--- src/rtl/ex_cdb_pipe_pkg.sv ---
// Shared types and defaults for the execute-to-CDB pipe.
// Holds lane/port/latency defaults, entry and packet layouts.
package ex_cdb_pipe_pkg;

  localparam int EX_N_LANES = 2;
  localparam int EX_N_CDB   = 1;
  localparam int EX_LAT     = 3;
  localparam int EX_TAG_W   = 6;
  localparam int EX_DATA_W  = 32;
  localparam int EX_LANE_W  = $clog2(EX_N_LANES);

  typedef struct packed {
    logic                 valid;
    logic [EX_TAG_W-1:0]  tag;
    logic [EX_DATA_W-1:0] data;
  } EX_PIPE_ENTRY;

  typedef struct packed {
    logic                 valid;
    logic [EX_TAG_W-1:0]  tag;
    logic [EX_DATA_W-1:0] data;
    logic [EX_LANE_W-1:0] lane;
  } CDB_PACKET;

  // v is always < 2*n here, so one subtract is a full modulo.
  function automatic int ex_wrap(
    input int v,
    input int n
  );
    return (v >= n) ? v - n : v;
  endfunction

endpackage

--- src/rtl/ex_cdb_pipe_rr_multi_grant.sv ---
// Round-robin arbiter granting up to N_GNT of N_REQ requests.
// Ports: req_i, ptr_i (scan start) -> gnt_o (one-hot/port), granted_o.
module rr_multi_grant
  import ex_cdb_pipe_pkg::*;
#(
  parameter int N_REQ = 2,
  parameter int N_GNT = 1,
  parameter int PW    = (N_REQ > 1) ? $clog2(N_REQ) : 1
) (
  input  logic [N_REQ-1:0]            req_i,
  input  logic [PW-1:0]               ptr_i,
  output logic [N_GNT-1:0][N_REQ-1:0] gnt_o,
  output logic [N_REQ-1:0]            granted_o
);

  // Scan from ptr_i; the n-th requester found takes port n.
  always_comb begin
    int n;
    gnt_o     = '0;
    granted_o = '0;
    n         = 0;
    for (int i = 0; i < N_REQ; i++) begin
      for (int j = 0; j < N_REQ; j++) begin
        if (j == ex_wrap(int'(ptr_i) + i, N_REQ)
            && req_i[j] && n < N_GNT) begin
          for (int k = 0; k < N_GNT; k++) begin
            if (k == n) gnt_o[k][j] = 1'b1;
          end
          granted_o[j] = 1'b1;
          n = n + 1;
        end
      end
    end
  end

endmodule

--- src/rtl/ex_cdb_pipe.sv ---
// Fixed-latency execute lanes draining onto N_CDB broadcast ports.
// Ports: clock/reset/flush, issue_* (valid/tag/data/ready),
// cdb_* (valid/tag/data/lane per port), inflight_count.
module ex_cdb_pipe
  import ex_cdb_pipe_pkg::*;
#(
  parameter int N_LANES = EX_N_LANES,
  parameter int N_CDB   = EX_N_CDB,
  parameter int LAT     = EX_LAT,
  parameter int TAG_W   = EX_TAG_W,
  parameter int DATA_W  = EX_DATA_W,
  parameter int LW      = (N_LANES > 1) ? $clog2(N_LANES) : 1,
  parameter int CW      = $clog2(N_LANES * LAT + 1)
) (
  input  logic                      clock,
  input  logic                      reset,
  input  logic                      flush,
  input  logic [N_LANES-1:0]        issue_valid,
  input  logic [N_LANES*TAG_W-1:0]  issue_tag,
  input  logic [N_LANES*DATA_W-1:0] issue_data,
  output logic [N_LANES-1:0]        issue_ready,
  output logic [N_CDB-1:0]          cdb_valid,
  output logic [N_CDB*TAG_W-1:0]    cdb_tag,
  output logic [N_CDB*DATA_W-1:0]   cdb_data,
  output logic [N_CDB*LW-1:0]       cdb_lane,
  output logic [CW-1:0]             inflight_count
);

  typedef struct packed {
    logic              valid;
    logic [TAG_W-1:0]  tag;
    logic [DATA_W-1:0] data;
  } ent_t;

  ent_t st_q [N_LANES][LAT];

  logic [N_LANES-1:0]            out_v;
  logic [N_LANES-1:0]            zero_t;
  logic [N_LANES-1:0]            req;
  logic [N_LANES-1:0]            granted;
  logic [N_LANES-1:0]            adv;
  logic [N_CDB-1:0][N_LANES-1:0] gnt;
  logic [LW-1:0]                 rr_q;
  logic [LW-1:0]                 rr_d;

  // Tag-0 results have no consumer and leave without a port.
  always_comb begin
    out_v  = '0;
    zero_t = '0;
    req    = '0;
    adv    = '0;
    for (int l = 0; l < N_LANES; l++) begin
      out_v[l]  = st_q[l][LAT-1].valid;
      zero_t[l] = out_v[l]
                  && (st_q[l][LAT-1].tag == '0);
      req[l]    = out_v[l] && !zero_t[l] && !flush;
      adv[l]    = !out_v[l] || granted[l] || zero_t[l];
    end
  end

  assign issue_ready = adv & {N_LANES{!flush}};

  rr_multi_grant #(
    .N_REQ (N_LANES),
    .N_GNT (N_CDB),
    .PW    (LW)
  ) u_arb (
    .req_i     (req),
    .ptr_i     (rr_q),
    .gnt_o     (gnt),
    .granted_o (granted)
  );

  // Higher ports hold later lanes in scan order; last one wins.
  always_comb begin
    rr_d = rr_q;
    for (int k = 0; k < N_CDB; k++) begin
      for (int l = 0; l < N_LANES; l++) begin
        if (gnt[k][l]) rr_d = LW'(ex_wrap(l + 1, N_LANES));
      end
    end
  end

  always_comb begin
    cdb_valid = '0;
    cdb_tag   = '0;
    cdb_data  = '0;
    cdb_lane  = '0;
    for (int k = 0; k < N_CDB; k++) begin
      for (int l = 0; l < N_LANES; l++) begin
        if (gnt[k][l]) begin
          cdb_valid[k] = 1'b1;
          cdb_tag[k*TAG_W +: TAG_W] = st_q[l][LAT-1].tag;
          cdb_data[k*DATA_W +: DATA_W] = st_q[l][LAT-1].data;
          cdb_lane[k*LW +: LW] = LW'(l);
        end
      end
    end
  end

  always_comb begin
    inflight_count = '0;
    for (int l = 0; l < N_LANES; l++) begin
      for (int s = 0; s < LAT; s++) begin
        inflight_count = inflight_count
                         + CW'(st_q[l][s].valid);
      end
    end
  end

  // Only valid bits are cleared; payloads are masked by valid.
  always_ff @(posedge clock) begin
    if (reset || flush) begin
      for (int l = 0; l < N_LANES; l++) begin
        for (int s = 0; s < LAT; s++) begin
          st_q[l][s].valid <= 1'b0;
        end
      end
      rr_q <= '0;
    end else begin
      for (int l = 0; l < N_LANES; l++) begin
        if (adv[l]) begin
          for (int s = LAT - 1; s > 0; s--) begin
            st_q[l][s] <= st_q[l][s-1];
          end
          st_q[l][0] <= '{
            valid: issue_valid[l],
            tag:   issue_tag[l*TAG_W +: TAG_W],
            data:  issue_data[l*DATA_W +: DATA_W]
          };
        end
      end
      rr_q <= rr_d;
    end
  end

endmodule

--- config.mk ---
export PLATFORM = sky130hd
export DESIGN_NAME = ex_cdb_pipe
export DESIGN_NICKNAME = d
export VERILOG_FILES = /design/src/rtl/ex_cdb_pipe_pkg.sv /design/src/rtl/ex_cdb_pipe_rr_multi_grant.sv /design/src/rtl/ex_cdb_pipe.sv
export SDC_FILE = /design/constraint.sdc
export NUM_CORES = 1
export LEC_CHECK = 0
export ABC_AREA = 0
export CELL_PAD_IN_SITES_DETAIL_PLACEMENT = 0
export CELL_PAD_IN_SITES_GLOBAL_PLACEMENT = 1
export CORE_MARGIN = 5
export CORE_UTILIZATION = 49
export CTS_CLUSTER_DIAMETER = 200
export DETAILED_ROUTE_END_ITERATION = 10
export PLACE_DENSITY_LB_ADDON = 0.1
export SETUP_SLACK_MARGIN = 0.2
export SYNTH_ARGS = -nofsm -noshare
export SYNTH_HDL_FRONTEND = slang
export SYNTH_SLANG_ARGS = --single-unit
--- constraint.sdc ---
create_clock -name clock -period 15.95 [get_ports clock]
set_input_delay 3.19 -clock clock [delete_from_list [all_inputs] [get_ports clock]]
set_output_delay 3.19 -clock clock [all_outputs]
set_load 0.01 [all_outputs]
==> results of run 1 <==
## critical path: stages
cell and delay, ns:
clkdlybuf4s50_1 0.60, nor3_1 0.34, ha_1 0.29, o21ba_2 0.27
nor2_2 0.11, nand2_1 0.38, buf_4 0.43, inv_1 0.13
or2_1 0.11, clkdlybuf4s50_1 0.53
## power by group
part	total, mW	switching (mW)	internal, mW
clock	0.506	0.221	0.285
combinational	0.0620	0.0300	0.0320
sequential	0.716	0.00680	0.709
## metal layers
layer | share of wire [%] | GRT usage [%] | vias to the layer above
met1 | 41 | 18.9 | 2490
met5 | 0 | 0 | -
met3 | 5.3 | 3.42 | 28
met2 | 52 | 28.7 | 119
met4 | 1.9 | 3.71 | 0
li1 | - | - | 2471
## logic make-up (layout without fill, tap and decap cells)
group | after synthesis | count (layout) | synth area share (%)
and+or+nand+nor | 288 | 288 | 18.7
adders and majority gates | 6 | 6 | 1.02
DFF | 235 | 235 | 73.7
buffers and inverters | 51 | 183 | 2.16
AOI/OAI and AO/OA | 49 | 49 | 4.41
## cell usage after synthesis
cell type	number
or4_1	2
a21oi_2	1
o21ba_2	1
clkbuf_1	37
dfxtp_1	2
buf_2	5
o31a_1	2
clkbuf_2	1
fa_1	3
o31ai_1	1
nand4_1	2
or2_1	1
or2_2	1
nor2b_1	1
buf_4	2
edfxtp_1	233
and2_1	232
inv_1	6
nor3_1	2
nor2_1	6
and3_1	38
ha_1	3
o21a_1	1
a211oi_2	1
a21oi_1	1
nand2_1	2
nand3_1	1
a31o_1	9
a31o_2	29
a31oi_1	3
## per-stage QoR
stage	instance area, sq um	util [%]	setup WS, ns
global placement	11100	57.2	6.50
global route	11800	60.9	6.17
CTS	11800	60.9	6.37
detailed placement	11100	57.2	6.38
floorplan	9540	-	7.62
finish	11800	60.9	6.37
## registers in the layout (all words and copies together), names as in the netlist
signal  cells
rr_q        1
st_q      234
## layout make-up
cell class | instances | area [sq um] | share of cell area [%]
Multi-Input combinational cell | 343 | 2370 | 20.1
Clock buffer | 29 | 641 | 5.44
Clock inverter | 15 | 70.1 | 0.595
Inverter | 6 | 22.5 | 0.191
Sequential cell | 235 | 7040 | 59.7
Timing Repair Buffer | 133 | 1310 | 11.1
Tap cell | 265 | 332 | 2.81
## worst min path at each step
stage                     cells after the start                  endpoint                       from
after floorplan                               1  st_q[1][38]$_SDFFE_PP0P_  st_q[1][77]$_SDFFCE_PP0P_
after global placement                        1  st_q[1][38]$_SDFFE_PP0P_  st_q[1][77]$_SDFFCE_PP0P_
after detailed placement                      1  st_q[1][38]$_SDFFE_PP0P_  st_q[1][77]$_SDFFCE_PP0P_
after CTS                                     1     st_q[0][17]$_DFFE_PP_      st_q[0][56]$_DFFE_PP_
after global routing                          1     st_q[0][64]$_DFFE_PP_     st_q[0][103]$_DFFE_PP_
final                                         1     st_q[0][37]$_DFFE_PP_      st_q[0][76]$_DFFE_PP_
==> reports/results.txt, run 1 <==
TritonCTS Buffers -> 25
Vias in the first global route -> 5181
Relative slew slack -> 34.4%
Clock Skew -> 0.00765 ns
Sequential element share of the synthesized area -> 73.7%
WHS -> 0.514 ns
Mapped Area -> 0.00954 sq mm
CP Max Fanout -> 23
FF-to-FF Start -> st_q[1][32]$_DFFE_PP_
Non-filler cells, final -> 1026
Post-CTS setup buffers -> 0
Die Area -> 0.0224 sq mm
Setup TNS -> 0 ns
RSZ-0062 raised after global routing -> false
Initial DRT Pass Iterations -> 4
Max-Cap Viols -> 0
Endpoint class of the critical path -> output port
Iter 0 DRT Violations -> 286
Setup-failing EPs final -> 0
Nets -> 831
Maximum clock rate -> 104 MHz
Chip width -> 150 microns
Residual DRC -> 0
Post_cts resized -> 0
GPL Wtd Cong -> 0.761
Critical Path Start Type -> input pin
Hold-fix buffers, CTS -> 0
Core Box Area -> 0.0193 sq mm
Most frequent cells in the layout -> 233 x edfxtp_1, 232 x and2_1, 125 x clkdlybuf4s50_1, 38 x and3_1, 29 x a31o_2
Worst Path Required -> 12.76 ns
Share of layout cells above drive strength 1 -> 10.5%
Syn Inst Count -> 629
Gr usage total -> 15.6%
Hold WC Path Type -> reg -> reg
Via density -> 4.98
Initial Util -> 49.3%
Area grow syn2layout -> 23.4%
Reg-to-reg endpoint -> st_q[1][116]$_DFFE_PP_
Period utilization -> 60.0%
Clk_lat worst skew -> 0.51 ns
Via Count -> 5108
CTS root buf -> clkbuf_16
TritonCTS clock tree -> done
Synth cell types -> 30
Power density over the cells -> 109 mW/mm^2
Max Slew Vio Count -> 0
Fillers -> 1478
Setup crit end -> cdb_valid
FF+latch count, synth -> 235
Status -> complete, no violations
PortBufs -> 125
Tot Pwr -> 1.28 mW
Worst-path clk slew -> 0.06 ns
Area leader, netlist -> edfxtp_1
Worst-Margin Slew -> 0.982 ns
Syn_area_per_cell -> 15.2 sq um
H-tree level count -> 1
Reg2Reg Setup Slack -> 11.71 ns
Area contributors post-synth -> edfxtp_1 73%, and2_1 15%, a31o_2 2.7%, and3_1 2.5%, clkbuf_1 1.5%
Min Tclk post-route -> 9.58 ns
DRT antenna net count -> 0
DP Wirelength -> 11.4 mm
Routed WL -> 17.7 mm
Routed wire per std cell -> 17.3 microns
Peak VDD IR -> 0.0719 mV
Synth Net Count -> 716
Area share of the leading cell type in the synthesized netlist -> 73.3%
Static Leak -> 4.24 nW
Initial antenna violation count -> 0
Row cnt -> 51
Placed cell count -> 982
IO Pins -> 126
First-pass GRT wire length -> 27.0 mm
Syn. warnings -> 0
Pin count of the biggest net entering global routing -> 90
R2R cell count -> 9
Setup CP Type -> in -> out
CTS Buffer Depth -> 3
Critical Path Start -> flush
Antenna Cells -> 0
Worst Path Arrival -> 6.39 ns
Chip height -> 150 microns
Final Hold Fails -> 0
Congestion Overflow GR -> 0
Commonest non-fill, non-tap cell in the layout -> edfxtp_1
Clk sinks -> 235
No activity file was read; power rests on OpenSTA's default activity.
==> run 2: changes to the inputs <==
CORE_UTILIZATION = 46   (was 49)
clock period = 9.77 ns   (was 15.95 ns; I/O delays follow)
==> run 2 against run 1 <==
Power up 66%. Clock skew grew 0.011 ns. Utilization down 2.7 points. Register-to-register slack lost 5.7 ns. Largest power group unchanged. Sequential share of layout area is 0.23 points lower. Wire length shrank 0.88%. Highest routed layer unchanged. Hold slack worse by 0.0062 ns. Die area is 6.1% higher.
==> reports/results.txt, run 2 (synthesis gave the netlist of run 1 again) <==
Gr usage total -> 14.8%
Clk pwr share -> 40.6%
Initial Util -> 47.0%
Reg-to-reg endpoint -> st_q[1][94]$_DFFE_PN_
Worst-path clk slew -> 0.06 ns
Peak VDD IR -> 0.103 mV
Tot Pwr -> 2.14 mW
TritonCTS clock tree -> done
Critical Path Most Common Cell -> clkdlybuf4s50_1
Min Tclk post-route -> 7.01 ns
Clock Skew -> 0.0183 ns
Initial antenna violation count -> 0
Static Leak -> 4.25 nW
Switch share -> 19.1%
Worst path depth -> 9
IO Pins -> 126
Worst setup margin -> 2.76 ns
PortBufs -> 125
Commonest non-fill, non-tap cell in the layout -> edfxtp_1
Share of layout cells above drive strength 1 -> 10.3%
GPL Wtd Cong -> 0.822
Status -> complete, no violations
Met2 usage in global routing -> 26.7%
Worst-Margin Slew -> 1.06 ns
Hold-fix buffers, CTS -> 0
Area occupied by multi-input gates -> 0.00237 sq mm
Vias in the first global route -> 5274
Chip width -> 154 microns
NetSw -> 0.408 mW
Critical Path Start Type -> input pin
Fillers -> 1629
CTS Buffer Depth -> 3
Setup-failing EPs final -> 0
Delay-heaviest family, CP -> buffers and inverters
FF-to-FF Start -> st_q[1][32]$_DFFE_PP_
Register Area -> 0.00704 sq mm
Row cnt -> 52
Antenna Cells -> 0
Worst Path Required -> 7.82 ns
Max-Cap Viols -> 0
CTS root buf -> clkbuf_16
Crit-path cells -> clkdlybuf4s50_1, nor3_1, ha_1, o21ba_2, nor2_2, nand2_1, buf_4, a31o_2, clkdlybuf4s50_1
Setup TNS -> 0 ns
Die Area -> 0.0237 sq mm
First-pass GRT wire length -> 27.7 mm
Final Hold Fails -> 0
CP Max Fanout -> 27
Reg2Reg Setup Slack -> 5.99 ns
Residual DRC -> 0
Max FFs per register -> 234
Routed WL -> 17.6 mm
H-tree level count -> 1
Chip height -> 154 microns
Setup CP Type -> in -> out
Post-CTS setup buffers -> 0
Core Box Area -> 0.0203 sq mm
DP Wirelength -> 11.5 mm
Iter 0 DRT Violations -> 273
RSZ-0062 raised after global routing -> false
Initial DRT Pass Iterations -> 4
Pint -> 1.73 mW
Biggest register -> st_q
Clk sinks -> 235
Post-route cell area -> 0.0118 sq mm
TritonCTS Buffers -> 24
Sequential fraction of design power -> 54.7%
Pre-CTS setup slack -> 2.76 ns
Post_cts resized -> 0
Worst Path Arrival -> 5.05 ns
R2R cell count -> 9
Period utilization -> 71.7%
Maximum clock rate -> 143 MHz
Area grow syn2layout -> 23.9%
Relative slew slack -> 29.2%
Logic gate share of total power -> 4.7%
Met1 Resource Use GR -> 17.7%
Pin count of the biggest net entering global routing -> 117
Nets -> 830
Max Slew Vio Count -> 0
Via Count -> 5122
Busiest grt layer -> met2
Most frequent cells in the layout -> 233 x edfxtp_1, 232 x and2_1, 125 x clkdlybuf4s50_1, 38 x and3_1, 29 x a31o_2
Congestion Overflow GR -> 0
Clk_lat worst skew -> 0.51 ns
Setup crit end -> cdb_data[2]
Hold WC Path Type -> reg -> reg
Met3 usage -> 2.75%
Endpoint class of the critical path -> output port
Power density over the cells -> 181 mW/mm^2
Worst path max stage delay -> 0.61 ns
DRT antenna net count -> 0
Via density -> 4.98
Largest regs -> st_q: 234 flops, rr_q: 1 flops
Critical Path Start -> flush
Routed wire per std cell -> 17.1 microns
Placed cell areas -> 0.0111 sq mm
Slowest library cell on the worst path -> clkdlybuf4s50_1
Worst path bufs/invs -> 3
-- run 2: cell count changes in the layout (fill, tap and decap cells not counted), sizes merged --
cell and delta:
bufinv +2, clkbuf +3, clkinv -7, clkinvlp +1, inv -1
-- run 2: through the flow --
| step | util (%) | hold slack, ns | cells |
|---|---|---|---|
| after floorplan | - | 0.481 | 629 |
| after global placement | 54.6 | 0.492 | 987 |
| after detailed placement | 54.6 | 0.501 | 987 |
| after CTS | 58.2 | 0.511 | 1029 |
| after global routing | 58.2 | 0.526 | 1029 |
| final | 58.2 | 0.508 | 1029 |
-- run 2: per-layer routing --
metal  vias up  share of wire [%]
li1       2469                  -
met1      2495                 38
met2       127                 53
met3        31                5.7
met4         0                2.9
met5         -                  0
-- run 2: worst register-to-register path: stages (launching register included) --
cell and delay (ns):
edfxtp_1 0.38, or4_1 0.53, o31a_2 0.63, nand2_1 0.18
nor2_1 0.07, ha_1 0.31, o21ba_2 0.27, a21oi_4 0.15
buf_4 0.77, and2_1 0.36
-- run 2: worst min-delay path by stage --
stage	from	end	slack, ns	depth (start not counted)
floorplan	st_q[1][77]$_SDFFCE_PP0P_	st_q[1][38]$_SDFFE_PP0P_	0.48	1
global placement	st_q[1][77]$_SDFFCE_PP0P_	st_q[1][38]$_SDFFE_PP0P_	0.49	1
detailed placement	st_q[0][87]$_DFFE_PP_	st_q[0][48]$_DFFE_PP_	0.50	1
CTS	st_q[0][73]$_DFFE_PP_	st_q[0][34]$_DFFE_PP_	0.51	1
global route	st_q[0][44]$_DFFE_PP_	st_q[0][5]$_DFFE_PP_	0.53	1
finish	st_q[0][75]$_DFFE_PP_	st_q[0][36]$_DFFE_PP_	0.51	1
-- run 2: area by class of cell --
type,count,area share (%)
multi-input cells,343,20.0
well taps,270,2.86
clock buffers,32,5.51
clock inverters,10,0.825
inverters,6,0.190
flip-flops and latches,235,59.5
repair buffers,133,11.1
-- run 2: power by group through the flow --
| stage | registers, mW | logic [mW] | clock network, mW |
|---|---|---|---|
| 3_5_place_dp | 1.19 | 0.103 | 0 |
| 2_1_floorplan | 1.19 | 0.0520 | 0 |
| 3_3_place_gp | 1.19 | 0.101 | 0 |
| 4_1_cts | 1.17 | 0.104 | 0.893 |
| 5_1_grt | 1.17 | 0.112 | 0.934 |
| 6_report | 1.17 | 0.101 | 0.867 |
